===== config.mk =====
export PLATFORM = sky130hd
export DESIGN_NAME = noc_packet_injector
export DESIGN_NICKNAME = d
export VERILOG_FILES = /design/src/rtl/noc_packet_injector.sv
export SDC_FILE = /design/constraint.sdc
export NUM_CORES = 1
export LEC_CHECK = 0
export BUFFER_PORTS_ARGS = -buffer_cell sky130_fd_sc_hd__clkbuf_2
export CAP_MARGIN = 20
export CORE_MARGIN = 5
export CORE_UTILIZATION = 25
export CTS_CLUSTER_DIAMETER = 120
export DETAILED_ROUTE_END_ITERATION = 8
export PLACE_DENSITY = 0.36
export SYNTH_ARGS = -nofsm -noshare
export SYNTH_HDL_FRONTEND = slang
export SYNTH_SLANG_ARGS = --single-unit
export TNS_END_PERCENT = 5

===== constraint.sdc =====
create_clock -name clk -period 6.7 [get_ports clk]
set_input_delay 1.34 -clock clk [delete_from_list [all_inputs] [get_ports clk]]
set_output_delay 1.34 -clock clk [all_outputs]
set_load 0.02 [all_outputs]

===== src/rtl/noc_packet_injector.sv =====
// ---------------------------------------------------------------------------
// noc_packet_injector
//
// Purpose:
//   Network-interface transmitter at the source end of the router input-port
//   req/ack flit protocol. A whole packet of payload words is collected from
//   the local core into an internal store first. The injector then performs
//   the start handshake and streams the packet as one gap-free burst: header,
//   body..., tail. Storing first is necessary because the receiving buffer
//   writes one flit every cycle once the burst has started and cannot stall.
//
// Ports:
//   clk          in   clock
//   rst          in   asynchronous, active-high reset
//   i_src_valid  in   local payload word valid
//   o_src_ready  out  word accepted when i_src_valid & o_src_ready
//   i_src_data   in   payload word (DATA_WIDTH-2 bits)
//   i_src_last   in   last word of the packet
//   i_src_dest   in   destination, taken from the first word of a packet
//   o_tx_req     out  start-of-packet request to the router input port
//   i_tx_ack     in   acknowledge from the router input port
//   o_tx_data    out  flit bus, {type[1:0], payload}
//   o_pkt_sent   out  one-cycle pulse in the cycle after the tail flit
//   o_truncated  out  one-cycle pulse when a packet is cut at max length
// ---------------------------------------------------------------------------

`ifndef FLIT_HEADER
`define FLIT_HEADER 2'b01
`endif
`ifndef FLIT_BODY
`define FLIT_BODY 2'b10
`endif
`ifndef FLIT_TAIL
`define FLIT_TAIL 2'b11
`endif

module noc_packet_injector #(
    parameter int DATA_WIDTH      = 18,
    parameter int MAX_PACKET_SIZE = 64,
    parameter int ADDRESS_SIZE    = 4,
    parameter int LOCAL_ADDR      = 0
) (
    input  logic                    clk,
    input  logic                    rst,
    input  logic                    i_src_valid,
    output logic                    o_src_ready,
    input  logic [DATA_WIDTH-3:0]   i_src_data,
    input  logic                    i_src_last,
    input  logic [ADDRESS_SIZE-1:0] i_src_dest,
    output logic                    o_tx_req,
    input  logic                    i_tx_ack,
    output logic [DATA_WIDTH-1:0]   o_tx_data,
    output logic                    o_pkt_sent,
    output logic                    o_truncated
);

    localparam int PAYLOAD_WIDTH = DATA_WIDTH - 2;
    localparam int STORE_DEPTH   = MAX_PACKET_SIZE - 1;
    localparam int CW            = $clog2(MAX_PACKET_SIZE);

    // Index of the last payload slot; a word accepted here ends the packet.
    localparam logic [CW-1:0] LIMIT_IDX = CW'(MAX_PACKET_SIZE - 2);

    localparam logic [ADDRESS_SIZE-1:0] LOCAL_ADDR_W = ADDRESS_SIZE'(LOCAL_ADDR);

    localparam logic [1:0] TYPE_HEADER = `FLIT_HEADER;
    localparam logic [1:0] TYPE_BODY   = `FLIT_BODY;
    localparam logic [1:0] TYPE_TAIL   = `FLIT_TAIL;

    localparam logic [2:0] ST_COLLECT = 3'd0;
    localparam logic [2:0] ST_REQ     = 3'd1;
    localparam logic [2:0] ST_HANDOFF = 3'd2;
    localparam logic [2:0] ST_SEND    = 3'd3;
    localparam logic [2:0] ST_DONE    = 3'd4;

    logic [2:0]               r_state;
    logic [CW-1:0]            r_wordCount;
    logic [CW-1:0]            r_rdPtr;
    logic [ADDRESS_SIZE-1:0]  r_dest;
    logic [PAYLOAD_WIDTH-1:0] r_store [STORE_DEPTH];

    logic                     w_accept;
    logic                     w_atLimit;
    logic                     w_endOfPacket;
    logic                     w_isTail;
    logic [DATA_WIDTH-1:0]    w_header;

    // Word acceptance and end-of-packet detection while collecting.
    // Reaching the last store slot ends the packet even without i_src_last.
    always_comb begin
        w_accept      = i_src_valid && (r_state == ST_COLLECT);
        w_atLimit     = (r_wordCount == LIMIT_IDX);
        w_endOfPacket = w_accept && (i_src_last || w_atLimit);
        w_isTail      = (r_rdPtr == (r_wordCount - CW'(1)));
    end

    // Header flit: type, zero pad, source address, destination address.
    always_comb begin
        w_header                                 = '0;
        w_header[DATA_WIDTH-1:DATA_WIDTH-2]      = TYPE_HEADER;
        w_header[2*ADDRESS_SIZE-1:ADDRESS_SIZE]  = LOCAL_ADDR_W;
        w_header[ADDRESS_SIZE-1:0]               = r_dest;
    end

    // Payload store. No reset: contents are only read back up to the word
    // count of the packet currently held, so stale data is never visible.
    always_ff @(posedge clk) begin
        if (w_accept) begin
            r_store[r_wordCount] <= i_src_data;
        end
    end

    // Control state machine, word counter, read pointer and latched
    // destination. A reset mid-packet drops everything and returns to
    // collecting, so no further flits of the aborted packet appear.
    always_ff @(posedge clk or posedge rst) begin
        if (rst) begin
            r_state     <= ST_COLLECT;
            r_wordCount <= '0;
            r_rdPtr     <= '0;
            r_dest      <= '0;
        end else begin
            case (r_state)
                ST_COLLECT: begin
                    if (w_accept) begin
                        r_wordCount <= r_wordCount + CW'(1);
                        if (r_wordCount == '0) begin
                            r_dest <= i_src_dest;
                        end
                        if (w_endOfPacket) begin
                            r_state <= ST_REQ;
                        end
                    end
                end
                ST_REQ: begin
                    if (i_tx_ack) begin
                        r_state <= ST_HANDOFF;
                    end
                end
                ST_HANDOFF: begin
                    // The first ack-low cycle carries the header; the
                    // body/tail burst starts on the very next cycle.
                    if (!i_tx_ack) begin
                        r_rdPtr <= '0;
                        r_state <= ST_SEND;
                    end
                end
                ST_SEND: begin
                    r_rdPtr <= r_rdPtr + CW'(1);
                    if (w_isTail) begin
                        r_state <= ST_DONE;
                    end
                end
                ST_DONE: begin
                    r_wordCount <= '0;
                    r_rdPtr     <= '0;
                    r_state     <= ST_COLLECT;
                end
                default: begin
                    r_state <= ST_COLLECT;
                end
            endcase
        end
    end

    // Outputs are decoded from state so that a reset forces them to their
    // idle values immediately, without waiting for a clock edge.
    always_comb begin
        o_src_ready = 1'b0;
        o_tx_req    = 1'b0;
        o_tx_data   = '0;
        o_pkt_sent  = 1'b0;
        o_truncated = 1'b0;
        case (r_state)
            ST_COLLECT: begin
                o_src_ready = 1'b1;
                o_truncated = w_accept && w_atLimit && !i_src_last;
            end
            ST_REQ: begin
                o_tx_req  = 1'b1;
                o_tx_data = w_header;
            end
            ST_HANDOFF: begin
                o_tx_data = w_header;
            end
            ST_SEND: begin
                o_tx_data = {(w_isTail ? TYPE_TAIL : TYPE_BODY), r_store[r_rdPtr]};
            end
            ST_DONE: begin
                o_pkt_sent = 1'b1;
            end
            default: begin
                o_src_ready = 1'b0;
            end
        endcase
    end

endmodule


== Word level (Yosys, flattened, before mapping) ==
Memories as Yosys holds them, arrays and structs flattened.
Cells that the tools add are included.

* Bits in registers: 19
* Bits in latches: 0
* RAM bits: 1008
* ROM bits: 0
* Input port bits: 25
* Word-level logic and storage cells: 52
* Memories: 1

* Add/subtract/negate cells: 3
* Multiply operators: 0
* Div/mod/pow operators: 0
* Order comparisons: 0
* Equal/unequal tests: 11
* Shift operators: 0
* Multiplexer cells: 18
* Bitwise logic cells: 0
* Reduce and logical (&&, ||, !) cells: 15

{| class="wikitable"
|+ Memory list
! name !! words !! width !! rd ports !! clocked after Yosys merged registers in !! write ports !! RTL line !! RTL
|-
| r_store || 63 || 16 || 1 || 0 || 1 || 80 || <nowiki>logic [PAYLOAD_WIDTH-1:0] r_store [STORE_DEPTH];</nowiki>
|}

{| class="wikitable"
|+ Operators with widths
! cell !! count
|-
| one-hot mux 18 bit (2 select lines) || 1
|-
| one-hot mux 6 bit (3 select lines) || 1
|-
| two-way mux 3 bit || 5
|-
| adder 6 x 1 -> 6 bit (second input constant) || 2
|-
| two-way mux 6 bit || 2
|-
| one-hot mux 3 bit (4 select lines) || 1
|-
| one-hot mux 6 bit (2 select lines) || 1
|-
| inequality test 2 bit (second input constant) || 5
|-
| two-way mux 1 bit || 7
|-
| equality test 3 x 2 -> 1 bit (second input constant) || 2
|-
| equality test 6 bit || 1
|-
| equality test 6 bit (second input constant) || 1
|-
| zero test 6 bit || 1
|-
| subtractor 6 x 1 -> 6 bit (second input constant) || 1
|-
| AND reduction 5 bit || 1
|-
| logical AND 1 bit || 4
|-
| AND reduction 2 bit || 2
|-
| equality test 3 x 1 -> 1 bit (second input constant) || 1
|-
| equality test 3 bit (second input constant) || 1
|-
| zero test 3 bit || 1
|-
| AND reduction 3 bit || 1
|-
| nonzero test 3 bit || 1
|-
| nonzero test 2 bit || 1
|-
| OR reduction 2 bit || 1
|-
| 2 further kinds || 2
|}

== Logic depth before layout (Yosys ltp) ==
Gate-level depths: netlist (run 1).

* Word-level depth: 6
* Depth in mapped cells: 10
* Gate-level depth less buffers: 7

== Worst setup path after synthesis (run 1) ==
OpenSTA, ideal clock, no wires.

* Path kind: in2reg
* Start: input i_src_valid
* End: memory r_store[53][0] in the netlist's numbering (enable)
* Arrival time: 3528 ps
* Data required time: 6287 ps
* Setup slack: 2759 ps
* Cell stages on the path: 5
* Cells stage by stage: nor4b_2 -> and2_0 -> clkbuf_1 -> nand4b_1 -> nor3b_1

* Word-level cells in the longest chain between the ends: 3

{| class="wikitable"
|+ Ends and longest elaborated chain
! item !! RTL line !! RTL
|-
| start: declaration || 45 || <nowiki>input logic i_src_valid,</nowiki>
|-
| logical AND 1 bit || 91 || <nowiki>w_accept = i_src_valid && (r_state == ST_COLLECT);</nowiki>
|-
| two-way mux 1 bit || 108 || <nowiki>if (w_accept) begin</nowiki>
|-
| two-way mux 1 bit (implied by the code) || 109 || <nowiki>r_store[r_wordCount] <= i_src_data;</nowiki>
|-
| end: declaration || 80 ||
|}

Every way passes these cells.

== Worst setup path in the final report (run 1) ==
* Start: register r_rdPtr[0]
* End: output o_tx_data[4]

* Word-level cells in the longest chain between the ends: 2

{| class="wikitable"
|+ Ends and longest elaborated chain
! item !! RTL line !! RTL
|-
| start: declaration || 78 || <nowiki>logic [CW-1:0] r_rdPtr;</nowiki>
|-
| start signal: assignment || 149 || <nowiki>r_rdPtr <= r_rdPtr + CW'(1);</nowiki>
|-
| memory (63 x 16 bit) || - ||
|-
| one-hot mux 18 bit (2 select lines) || 174 || <nowiki>case (r_state)</nowiki>
|-
| end: declaration || 52 || <nowiki>output logic [DATA_WIDTH-1:0] o_tx_data,</nowiki>
|}

Every way passes these cells.

==> results of run 1 <==
## synth_stat cells, drive strengths merged, types with 4 or more instances
cell type,number,area (sq um)
xnor2,6,52.6
nor3,24,120
edfxtp,1008,30300
buf,57,373
a211oi,12,90.1
clkbuf,53,199
nor2b,10,62.6
nand2,67,251
and2,7,43.8
nor3b,4,30.0
nand3,19,100
a22oi,46,345
or3,5,31.3
mux2,7,78.8
mux2i,40,400
a221o,7,70.1
o21ai,32,160
mux4,252,5680
nand4,5,31.3
nor2,88,330
a21oi,34,170
inv,8,30.0
xor2,5,43.8
ha,4,50.1
dfrtp,19,475
o31ai,4,30.0
o22ai,5,31.3
o211a,5,50.1
## area by class of cell
type	count	area share, %
clock buffer	145	6.33
multi-input combinational	729	18.5
tap	2072	5.49
sequential	1027	65.2
inverter	9	0.0716
clock inverter	70	1.63
timing repair buffer	175	2.78
antenna	5	0.0265
## power groups by stage
stage          combinational (uW)  clock [uW]  sequential (uW)
2_1_floorplan                2850           0             7290
3_3_place_gp                 4210           0             7560
3_5_place_dp                 4210           0             7570
4_1_cts                      4220        6510             7430
5_1_grt                      4390        6780             7440
6_report                     4090        6330             7420
## state kept, by name (all words and copies together), names as in the netlist
name / count
r_state: 3
r_rdPtr: 6
r_dest: 4
r_wordCount: 6
r_store: 1008
## logic make-up (layout without fill, tap and decap cells)
kind of cell    Yosys count  after routing  synth area share, %
other cells               0              5                    0
xor+xnor                 11             11                0.241
mux                     299            299                 15.4
fa+ha+maj                 4              4                0.125
buf+inv                 119            399                 1.52
flops                  1027           1027                 77.0
compound gates          172            172                 2.95
simple gates            243            243                 2.81
## metrics by stage
stage	hold slack (ns)	worst slack, ns
2_1_floorplan	0.479	2.76
3_3_place_gp	0.603	1.48
3_5_place_dp	0.618	1.48
4_1_cts	0.612	0.654
5_1_grt	0.652	0.440
6_report	0.618	0.825
## per-layer routing
layer  routed length (um)  up-vias
met5                   23        -
li1                     -     8231
met2                58800      507
met3                 5910      168
met4                 3030        4
met1                55000    10805
## how the worst max path moves through the flow
| stage | endpoint | depth (start not counted) | start |
|---|---|---|---|
| CTS | o_tx_data[4] | 6 | r_rdPtr[0] |
| global placement | o_tx_data[4] | 6 | r_rdPtr[0] |
| detailed placement | o_tx_data[4] | 6 | r_rdPtr[0] |
| global route | o_tx_data[4] | 6 | r_rdPtr[0] |
| finish | o_tx_data[4] | 6 | r_rdPtr[0] |
| floorplan | r_store[53][0] | 5 | i_src_valid |
## worst register-to-register path: stages (launching register included)
cell and delay [ns]:
dfrtp_1 0.47, nor4b_2 0.46, buf_4 0.24, and2_0 0.27, nand2_1 0.43, nor2_2 0.70
buf_16 0.23, buf_4 0.14
==> flow_summary.json, run 1 <==
{
  "htree_levels": 3,
  "end_kind": "output port",
  "gr-usage-all-layers_pct": 14.5,
  "final.setup.tns_ns": 0,
  "grt_pass1_wl_mm": 171,
  "fmax_mhz": 170,
  "path_cells": "buf_4 > mux4_2 > mux4_2 > o21ai_1 > a21oi_1 > clkbuf_2",
  "die_y_um": 410,
  "core_sq_um": 159000,
  "r2r_end": "r_store[61][11]",
  "top_usage_layer": "met2",
  "layoutNonFillerInstCount": 4232,
  "ant_nets": 0,
  "yosys_most_used_dff": "edfxtp_1",
  "required_ns": 5.36,
  "grtUsageMet2_pct": 23.7,
  "cts.sinks": 1027,
  "fp-row-count": 146,
  "clk_pin_slew_ns": 0.07,
  "fill_cells": 15440,
  "max_stage_delay_ns": 1.01,
  "placed_cells": 4010,
  "min_path_type": "flip-flop to flip-flop",
  "rsz0062_at_grt": "no",
  "grt_pass1_vias": 20907,
  "clk_path_buf_depth": 3,
  "cp_top_family": "multiplexers",
  "dr.pass1.iters": 5,
  "final_layout_size_suffix_gt1_share_pct": 30.2,
  "routed_wl_mm": 123,
  "cellLeakagePower_uw": 0.0146,
  "placed_area_sq_um": 43400,
  "p_comb_share_pct": 22.9,
  "worstSetupPathType": "flip-flop to output port",
  "finalSetupViolations": 0,
  "hold_viol": 0,
  "use_met3_pct": 3.00,
  "grt_overflow": 0,
  "cp_slowest_cell": "dfrtp_4",
  "min-delay-start": "r_dest[2]",
  "cts_tree": "built",
  "finalCriticalPeriod_ns": 5.87,
  "syn_avg_cell_area_sq_um": 21.3,
  "yosys_register_bits": 1027,
  "r2r_cells": 7,
  "port_buffers": 46,
  "switchingPower_uw": 5250,
  "met1_usage_pct": 19.8,
  "synth_nets": 1904,
  "final_core_util_pct": 29.8,
  "startpoint_type": "flip-flop",
  "dp_hpwl_mm": 72.2,
  "clockPowerShare_pct": 35.5,
  "ioPinCount": 47,
  "initialDrtViolationCount": 1527,
  "tightest_slew_ns": 1.10,
  "whs_path_depth": 1,
  "vias": 19715,
  "crit_top_cell": "mux4_2",
  "synth_edf_count": 1008,
  "ir_drop_uv": 216,
  "die_x_um": 410,
  "hold_buffers": 0,
  "swShare_pct": 29.4,
  "grt_max_degree": 64,
  "multi_input_area_sq_um": 8730,
  "timing.slew.headroom_pct": 26.8,
  "hold_path_end": "r_dest[2]",
  "fin_nets": 2084,
  "status": "completed",
  "reg2reg_setup_slack_ns": 3.50,
  "yosysUniqueCellTypes": 61,
  "gp_congestion": 0.725,
  "root_buffer": "clkbuf_16",
  "area_growth_pct": 18.1,
  "cts_resized": 0,
  "critPathArrivalTime_ns": 4.53,
  "cp_num_buf_inv": 2,
  "layout_common_cells": "1008 x edfxtp_1, 252 x mux4_2, 118 x buf_4",
  "fin_area_sq_um": 47200,
  "yosysSeqAreaShare_pct": 77.0,
  "seqPwrFrac_pct": 41.6,
  "critPathMaxFanout": 40,
  "finalCritPeriodShare_pct": 87.7,
  "wl_per_cell_um": 29.0,
  "die-area_sq_um": 168000,
  "synth_area_sq_um": 40000,
  "finalClockSkew_ns": 0.0259,
  "drc": 0,
  "intPower_uw": 12600,
  "ff_latch_area_sq_um": 30800,
  "powerDensity_nw_per_um2": 378,
  "reg2reg_from": "r_state[2]",
  "slew_viol_final": 0,
  "power_uw": 17800,
  "yosys_warnings": 0,
  "cts_buffers": 113,
  "antenna_found_initial": 11,
  "synth_cells": 1875,
  "start_util_pct": 25.2,
  "drv_cap": 0,
  "viasPerCell": 4.66,
  "layout_commonest_cell": "edfxtp_1",
  "async_reset_ff_share_pct": 1.85,
  "cts_setup_buffers": 0,
  "insertion_delay_ns": 0.73
}
Power figures use the tool's default switching activity.
==> run 2: changes to the inputs <==
CORE_UTILIZATION = 30   (was 25)
PLACE_DENSITY = 0.41   (was 0.36)
==> run 2 against run 1 <==
Compared with the run above: combinational power shrank 1%; core utilization grew 5.2 points; clock-buffer cell count shrank 5; largest power group unchanged; via count shrank 0.28%; flip-flop and latch count is the same; non-clock buffer count shrank 13; clock power shrank 5.4%; total power shrank 2.5%; sequential share of layout area grew 1.1 points; wire length shrank 4.6%; die area shrank 16%.
==> flow_summary.json, run 2 (synthesis results as in run 1) <==
{
  "largest-register": "r_store",
  "worst_hold_slack_ns": 0.572,
  "clk_path_buf_depth": 3,
  "vias": 19659,
  "max_stage_delay_ns": 0.91,
  "path_cells": "buf_12 > buf_4 > mux4_2 > mux4_2 > a211oi_1 > nor3_1 > clkbuf_2",
  "root_buffer": "clkbuf_16",
  "rsz0062_at_grt": "no",
  "cts_tree": "built",
  "drc": 0,
  "core_sq_um": 133000,
  "die-area_sq_um": 141000,
  "ir_drop_uv": 193,
  "wl_per_cell_um": 30.0,
  "grt_pass1_wl_mm": 164,
  "cts_resized": 0,
  "drv_cap": 0,
  "cp_top_family": "multiplexers",
  "top_regs": "r_store (1008), r_rdPtr (6), r_wordCount (6)",
  "routed_wl_mm": 117,
  "placed_area_sq_um": 42800,
  "die_x_um": 375,
  "fmax_mhz": 166,
  "port_buffers": 46,
  "powerDensity_nw_per_um2": 375,
  "ioPinCount": 47,
  "insertion_delay_ns": 0.70,
  "htree_levels": 3,
  "grt_max_degree": 104,
  "cts_buffers": 113,
  "cts.sinks": 1027,
  "status": "completed",
  "layout_common_cells": "1008 x edfxtp_1, 252 x mux4_2, 115 x clkbuf_16",
  "finalSetupViolations": 0,
  "gp_congestion": 0.776,
  "required_ns": 5.36,
  "grt_pass1_vias": 20504,
  "antenna_found_initial": 8,
  "layoutNonFillerInstCount": 3907,
  "final.setup.tns_ns": 0,
  "start_util_pct": 30.1,
  "area_growth_pct": 16.2,
  "final_layout_size_suffix_gt1_share_pct": 28.7,
  "critPathMaxFanout": 30,
  "cts_setup_buffers": 0,
  "fin_area_sq_um": 46400,
  "placed_cells": 3693,
  "hold_buffers": 0,
  "fin_nets": 2071,
  "cp_slowest_cell": "a211oi_1",
  "initialDrtViolationCount": 2026,
  "dp_hpwl_mm": 69.6,
  "worstSetupPathType": "flip-flop to output port",
  "clk_pin_slew_ns": 0.06,
  "hold_viol": 0,
  "grt_overflow": 0,
  "finalCritPeriodShare_pct": 89.8,
  "min_path_type": "flip-flop to flip-flop",
  "insertedDiodeCount": 0,
  "viasPerCell": 5.03,
  "layout_commonest_cell": "edfxtp_1",
  "dr.pass1.iters": 5,
  "critPathArrivalTime_ns": 4.68,
  "cp_num_buf_inv": 3,
  "crit_top_cell": "mux4_2",
  "cellLeakagePower_uw": 0.0145,
  "slew_viol_final": 0,
  "gr-usage-all-layers_pct": 16.4,
  "largest_reg_flops": 1008,
  "startpoint_type": "flip-flop",
  "die_y_um": 375,
  "end_kind": "output port",
  "finalCriticalPeriod_ns": 6.02,
  "ant_nets": 0,
  "fp-row-count": 134,
  "tightest_slew_ns": 1.08,
  "timing.slew.headroom_pct": 27.9,
  "finalClockSkew_ns": 0.0264
}
run 2: worst paths after layout:
| kind | from | endpoint | slack, ns | cells past startpoint |
|---|---|---|---|---|
| max in group asynchronous | rst | r_rdPtr[0] | 5.59 | 3 |
| max reg2reg | r_state[2] | r_store[54][2] | 3.41 | 5 |
| max | r_rdPtr[0] | o_tx_data[8] | 0.68 | 7 |
| min reg2reg | r_dest[0] | r_dest[0] | 0.57 | 1 |
| min | r_dest[0] | r_dest[0] | 0.57 | 1 |
| min in group asynchronous | rst | r_rdPtr[2] | 0.77 | 3 |
run 2: routing by layer:
| metal | part of all wire (%) | vias to the layer above | GRT usage [%] |
|---|---|---|---|
| met5 | 0 | - | 0 |
| met4 | 2.1 | 0 | 4.09 |
| met2 | 48 | 542 | 27.0 |
| li1 | - | 8195 | - |
| met1 | 45 | 10792 | 22.9 |
| met3 | 4.5 | 130 | 2.56 |
run 2: final cells by class:
| cell class | instances | area, sq um |
|---|---|---|
| Inverter | 9 | 33.8 |
| Timing Repair Buffer | 162 | 1180 |
| Clock inverter | 72 | 601 |
| Clock buffer | 140 | 2970 |
| Multi-Input combinational cell | 729 | 8680 |
| Sequential cell | 1027 | 30800 |
| Fill cell | 12392 | 86500 |
| Tap cell | 1768 | 2210 |
run 2: through the flow:
step	setup WS, ns	utilization, %	total power [uW]
finish	0.683	34.9	17400
global route	0.440	34.9	18100
CTS	0.568	34.9	17700
detailed placement	1.33	32.2	11700
global placement	1.36	32.2	11700
floorplan	2.76	-	10100
run 2: report_power, final:
part           leakage [uW]  total, uW  switching (uW)  internal [uW]
Combinational       0.00343       4040            2320           1720
Sequential          0.00930       7370             241           7130
Clock               0.00174       5990            2520           3480
Total                0.0145      17400            5080          12300
